## src/rtl/segasys1_sndcmd_queue.sv

```systemverilog
// segasys1_sndcmd_queue: queues main-CPU sound commands and hands them one at a time to the sound CPU via latch + NMI
//   CLK48M, RESET_N           : system clock, async active-low reset
//   SNDRQ, SNDNO              : one-cycle push strobe and command byte from the main CPU
//   FLUSH                     : synchronous clear of queue and handshake
//   SCPU_CLK_EN               : sound CPU clock enable, time base for timeout and guard gap
//   SCPU_RD                   : sound CPU latch-read level; its rising edge acknowledges NMI
//   SCPU_CMD, SCPU_NMI        : command latch and NMI request towards the sound CPU
//   COUNT, OVERFLOW, STALE    : occupancy, sticky drop flag, timeout-abandon pulse
module segasys1_sndcmd_queue #(
  parameter int DEPTH_LOG2 = 2,
  parameter int TMO_CYC    = 4096,
  parameter int GAP_CYC    = 64
) (
  input  logic                  CLK48M,
  input  logic                  RESET_N,
  input  logic                  SNDRQ,
  input  logic [7:0]            SNDNO,
  input  logic                  FLUSH,
  input  logic                  SCPU_CLK_EN,
  input  logic                  SCPU_RD,
  output logic [7:0]            SCPU_CMD,
  output logic                  SCPU_NMI,
  output logic [DEPTH_LOG2:0]   COUNT,
  output logic                  OVERFLOW,
  output logic                  STALE
);
  localparam int DEPTH = 1 << DEPTH_LOG2;
  localparam int TW = $clog2(TMO_CYC > GAP_CYC ? TMO_CYC : GAP_CYC);
  localparam logic [DEPTH_LOG2:0] FULL = (DEPTH_LOG2+1)'(DEPTH);
  localparam logic [TW-1:0] TMO_END = TW'(TMO_CYC - 1);
  localparam logic [TW-1:0] GAP_END = TW'(GAP_CYC - 1);
  typedef enum logic [1:0] {IDLE, LOAD, NMI, GAP} state_t;
  state_t state;
  logic [7:0] mem [DEPTH];
  logic [DEPTH_LOG2-1:0] wr_ptr, rd_ptr;
  logic [TW-1:0] tmr;
  logic rd_q;
  logic pop, push_ok, rd_rise;
  // LOAD is only entered with COUNT!=0, so a pop never underflows
  assign pop = state == LOAD;
  // a pop in the same cycle frees the slot the push needs, even when full
  assign push_ok = SNDRQ & (COUNT != FULL | pop);
  assign rd_rise = SCPU_RD & ~rd_q;
  // when full with a simultaneous push+pop, wr_ptr==rd_ptr: the latch still gets the old head
  always_ff @(posedge CLK48M)
    if (push_ok && !FLUSH) mem[wr_ptr] <= SNDNO;
  always_ff @(posedge CLK48M or negedge RESET_N) begin
    if (!RESET_N) begin
      state    <= IDLE;
      wr_ptr   <= '0;
      rd_ptr   <= '0;
      COUNT    <= '0;
      OVERFLOW <= 1'b0;
      STALE    <= 1'b0;
      SCPU_CMD <= 8'h00;
      SCPU_NMI <= 1'b0;
      tmr      <= '0;
      rd_q     <= 1'b0;
    end else begin
      rd_q  <= SCPU_RD;
      STALE <= 1'b0;
      if (FLUSH) begin
        state    <= IDLE;
        wr_ptr   <= '0;
        rd_ptr   <= '0;
        COUNT    <= '0;
        OVERFLOW <= 1'b0;
        SCPU_NMI <= 1'b0;
        tmr      <= '0;
      end else begin
        if (push_ok) wr_ptr <= wr_ptr + 1'b1;
        if (pop) rd_ptr <= rd_ptr + 1'b1;
        COUNT <= (push_ok & ~pop) ? COUNT + 1'b1 : (pop & ~push_ok) ? COUNT - 1'b1 : COUNT;
        if (SNDRQ & ~push_ok) OVERFLOW <= 1'b1;
        case (state)
          IDLE: if (COUNT != '0) state <= LOAD;
          LOAD: begin
            SCPU_CMD <= mem[rd_ptr];
            SCPU_NMI <= 1'b1;
            tmr      <= '0;
            state    <= NMI;
          end
          // an acknowledge beats a timeout landing in the same cycle
          NMI: if (rd_rise) begin
            SCPU_NMI <= 1'b0;
            tmr      <= '0;
            state    <= GAP;
          end else if (SCPU_CLK_EN) begin
            if (tmr == TMO_END) begin
              STALE    <= 1'b1;
              SCPU_NMI <= 1'b0;
              tmr      <= '0;
              state    <= GAP;
            end else tmr <= tmr + 1'b1;
          end
          // SCPU_CMD is left alone here so a late read still returns the same byte
          GAP: if (SCPU_CLK_EN) begin
            tmr   <= tmr == GAP_END ? '0 : tmr + 1'b1;
            state <= tmr == GAP_END ? IDLE : GAP;
          end
        endcase
      end
    end
  end
endmodule

```

## config.mk

```make
export PLATFORM = sky130hd
export DESIGN_NAME = segasys1_sndcmd_queue
export DESIGN_NICKNAME = d
export VERILOG_FILES = /design/src/rtl/segasys1_sndcmd_queue.sv
export SDC_FILE = /design/constraint.sdc
export NUM_CORES = 1
export LEC_CHECK = 0
export CORE_MARGIN = 3
export CORE_UTILIZATION = 40
export CTS_BUF_LIST = sky130_fd_sc_hd__clkbuf_4 sky130_fd_sc_hd__clkbuf_8
export DETAILED_ROUTE_END_ITERATION = 12
export PLACE_DENSITY = 0.61
export SYNTH_ARGS = -nofsm -noshare
export SYNTH_HDL_FRONTEND = slang
export SYNTH_SLANG_ARGS = --single-unit
```

## constraint.sdc

```tcl
create_clock -name CLK48M -period 2.7 [get_ports CLK48M]
set_input_delay 0.405 -clock CLK48M [delete_from_list [all_inputs] [get_ports CLK48M]]
set_output_delay 0.405 -clock CLK48M [all_outputs]
set_load 0.02 [all_outputs]
```

==> flow_summary_export.csv <==
group,metric,value,unit
power,pwr_dens,878,nW/um^2
synthesis,post_synth_inst_count,223,
timing,post-route-period-util,0.759,
timing,worst_clock_skew,6.42,ps
layout,final_cell_count_no_fill,359,
critical_path,crit_buf_inv,0,
grt,maximum_number_of_pins_on_one_net_before_global_route_repair,34,
grt,number_of_global_route_vias_before_repair,1808,
floorplan,ios,28,
timing,fmaxAchievable,488,MHz
synthesis,postSynthNetCount,243,
critical_path,crit_path_slowest_cell,"sky130_fd_sc_hd__dfrtp_1",
flow_run,max_cap_viol,0,
layout,stdcell_area,3540,sq um
critical_path,setup.worst_path.end_class,"register",
clock_network,cts_buffers,9,
synthesis,synth_common_cells,"33 x sky130_fd_sc_hd__dfrtp_1, 32 x sky130_fd_sc_hd__edfxtp_1, 23 x sky130_fd_sc_hd__nor2_1",
routing,routed_wire_length_per_instance,14.3,um
timing,worst_hold_slack,474,ps
routing,postRouteWirelength,5130,um
synthesis,synth_top_family_by_area,"simple AND/OR/NAND/NOR gates",
critical_path,cell_by_cell_listing_of_the_critical_path,"nand2b_1, a21o_1, nor2_1, fa_1, o21ai_0, nor2_1, a211oi_1",
timing,rsz0062_at_grt,"no",
synthesis,synth.top_cells.by_area,"sky130_fd_sc_hd__edfxtp_1 32%, sky130_fd_sc_hd__dfrtp_1 28%, sky130_fd_sc_hd__mux4_2 6.1%, sky130_fd_sc_hd__mux2_2 3.4%, sky130_fd_sc_hd__nor2_1 2.9%",
grt,grt_first_pass_wirelength,8880,um
routing,route.detailed.vias_per_inst,4.99,
timing,fin_ws,651,ps
synthesis,synth_top_area_cell,"sky130_fd_sc_hd__edfxtp_1",
clock_network,clock_pin_slew_on_the_worst_setup_and_hold_paths,70,ps
floorplan,y_dimension_of_the_die,92.0,um
critical_path,critical_path_max_stage_delay,540,ps
clock_network,tritoncts,"yes",
routing,detailroute.via_count,1792,
clock_network,clock_latency,330,ps
synthesis,seq_area_frac_synth,0.604,
routing,drc,0,
critical_path,classification_of_the_worst_setup_path,"reg2reg",
floorplan,floorplan.initialDensity,0.424,
grt,overflow,0,
timing,shortest_period_the_worst_path_allows,2050,ps
placement,post_dp_cell_area,3350,sq um
placement,gpl.final_weighted_congestion,0.732,
critical_path,worstSetupPathDepth,7,
synthesis,ys_seq_elements,65,
clock_network,clock_tree.buffer_depth,2,
critical_path,arrival,2290,ps
power,peakVddDrop,0.483,mV
synthesis,yosysUniqueCellTypes,49,
critical_path,crit_required,2940,ps
synthesis,synth_compound_area_frac,0.0993,
clock_network,cts_hold_buf,0,
floorplan,core_area,6980,sq um
critical_path,crit_path_max_fanout,10,
timing,final_max_slew_viol_count,0,
timing,tns,0,ps
floorplan,die-area,8470,sq um
synthesis,synth-main-ff-cell,"sky130_fd_sc_hd__dfrtp_1",
clock_network,cts_post_setup_buffers_inserted,0,
layout,final_net_count,278,
timing,worst_slew_margin,0.586,
routing,initial_drt_markers,61,
synthesis,yosys.cell_count.top_type,"sky130_fd_sc_hd__dfrtp_1",
routing,final_antenna_net_count,0,
synthesis,mappedNetlistArea,2960,sq um
status,status,"finished clean",
power,static-leakage-power,1.37,nW
synthesis,syn_avg_cell_area,13.3,sq um
critical_path,timing.critical_path.mode_cell,"sky130_fd_sc_hd__nor2_1",
placement,place_inst,343,
timing,max_slew.worst_pin.slew,622,ps
layout,area.growth.synth_to_final,19.6,%
timing,finalHoldViolations,0,
layout,multi_input_gate_area_in_the_final_layout,1100,sq um
synthesis,synth_edf_count,32,
critical_path,path_delay_family,"compound AO/OA/AOI/OAI gates",
synthesis,synth_async_sr_flop_share,0.508,
clock_network,numClockSinks,65,
clock_network,post_cts_resized,0,
layout,fillerInstances,622,
placement,dp.final_hpwl,3540,um
critical_path,rr_worst_depth,7,
floorplan,die-width,92.0,um
hold_path,timing.hold.worst.class,"in2async",
synthesis,synth-warning-count,0,
synthesis,synth_xor_area_frac,0.0118,
synthesis,synthSimpleGateAreaFrac,0.131,
placement,io_buffer_count,27,
layout,num_antenna_cells,0,
layout,layout.area.seq,1790,sq um
synthesis,synthDominantCellAreaShare,0.325,
grt,grt_antenna_before_repair,0,
layout,layout-drive-gt1-share,0.179,
grt,total_global_route_track_usage,0.136,
placement,placement.setup.worst_slack,529,ps
synthesis,yosys-mux-area-fraction,0.102,
timing,setup-violations-final,0,
clock_network,h-tree-depth,3,
routing,detailedRoute.firstPassIterationCount,4,
critical_path,setup.worst_path.start_class,"register",
clock_network,cts_root_buf,"sky130_fd_sc_hd__clkbuf_8",
synthesis,synth_fa_ha_area_frac,0.0279,
floorplan,rows,30,
path summary, 6_finish.rpt:
path	from	endpoint	slack, ps
min in group CLK48M	OVERFLOW$_DFFE_PN0P_	OVERFLOW$_DFFE_PN0P_	500
worst max register to register	state[1]$_DFFE_PN0P_	COUNT[2]$_DFFE_PN0P_	650
worst max-delay path	state[1]$_DFFE_PN0P_	COUNT[2]$_DFFE_PN0P_	650
worst min-delay path	RESET_N	tmr[6]$_DFFE_PN0P_	470
worst min register to register	OVERFLOW$_DFFE_PN0P_	OVERFLOW$_DFFE_PN0P_	500
max in group asynchronous	RESET_N	OVERFLOW$_DFFE_PN0P_	1910
logic make-up after synthesis:
family | after synthesis
and+or+nand+nor | 72
DFF | 65
AOI/OAI and AO/OA | 40
muxes | 19
buffers and inverters | 17
adders and majority gates | 6
xor gates and xnor gates | 4
metal layers:
| metal | share of wire | global-route usage | vias up | wire length (um) |
|---|---|---|---|---|
| met1 | 0.50 | 0.194 | 859 | 2550 |
| li1 | - | - | 897 | - |
| met2 | 0.45 | 0.195 | 27 | 2320 |
| met5 | 0 | 0 | - | 0 |
| met3 | 0.033 | 0.0353 | 9 | 169 |
| met4 | 0.019 | 0.0644 | 0 | 95 |
worst register-to-register path, delay by kind of cell, from the launching register on:
kind / cells / cell delay (ps)
AND/OR/NAND/NOR: 3 / 410
adder cells (fa/ha/maj): 1 / 390
AO/OA/AOI/OAI: 3 / 610
flip-flops: 1 / 540
metrics by stage:
step                power [mW]   util
finish                    3.11  0.507
global route              3.30  0.507
CTS                       3.14  0.507
detailed placement        2.34  0.479
global placement          2.32  0.479
floorplan                 2.00      -
area by class of cell:
type | instances | share of cell area
clock inverter | 5 | 0.0159
multi-input combinational | 141 | 0.311
sequential | 65 | 0.505
timing repair buffer | 31 | 0.0848
inverter | 10 | 0.0106
clock buffer | 11 | 0.0392
tap | 96 | 0.0339
flip-flops by register name (all words and copies together), names as in the netlist:
register,cells
mem,32
tmr,12
SCPU_CMD,8
COUNT,3
rd_ptr,2
state,2
wr_ptr,2
OVERFLOW,1
SCPU_NMI,1
STALE,1
rd_q,1
power breakdown:
part           internal, mW  switching [mW]  total, mW  leakage (nW)
sequential             1.20           0.174       1.37         0.723
combinational         0.499           0.434      0.933         0.543
clock                 0.445           0.360      0.806         0.100
cell usage in the layout, fill, tap and decap left out, types with 2 or more instances in the layout:
cell type / n
sky130_fd_sc_hd__mux4_2: 8
sky130_fd_sc_hd__o22a_1: 3
sky130_fd_sc_hd__o21ai_0: 13
sky130_fd_sc_hd__nor3_1: 6
sky130_fd_sc_hd__a211oi_1: 2
sky130_fd_sc_hd__nand4_1: 2
sky130_fd_sc_hd__and3_1: 3
sky130_fd_sc_hd__clkbuf_4: 2
sky130_fd_sc_hd__mux2_2: 9
sky130_fd_sc_hd__clkbuf_8: 9
sky130_fd_sc_hd__a31oi_1: 2
sky130_fd_sc_hd__edfxtp_1: 32
sky130_fd_sc_hd__nor2b_1: 5
sky130_fd_sc_hd__nor3b_1: 2
sky130_fd_sc_hd__buf_4: 4
sky130_fd_sc_hd__and2_1: 4
sky130_fd_sc_hd__clkinv_2: 2
sky130_fd_sc_hd__nand3_1: 4
sky130_fd_sc_hd__nand2_1: 11
sky130_fd_sc_hd__nor4_1: 3
sky130_fd_sc_hd__a22o_1: 8
sky130_fd_sc_hd__clkdlybuf4s50_1: 27
sky130_fd_sc_hd__ha_1: 5
sky130_fd_sc_hd__xnor2_1: 3
sky130_fd_sc_hd__a22o_2: 2
sky130_fd_sc_hd__mux2i_1: 2
sky130_fd_sc_hd__inv_1: 10
sky130_fd_sc_hd__nor2_1: 23
sky130_fd_sc_hd__dfrtp_1: 33
Power figures use the tool's default switching activity.
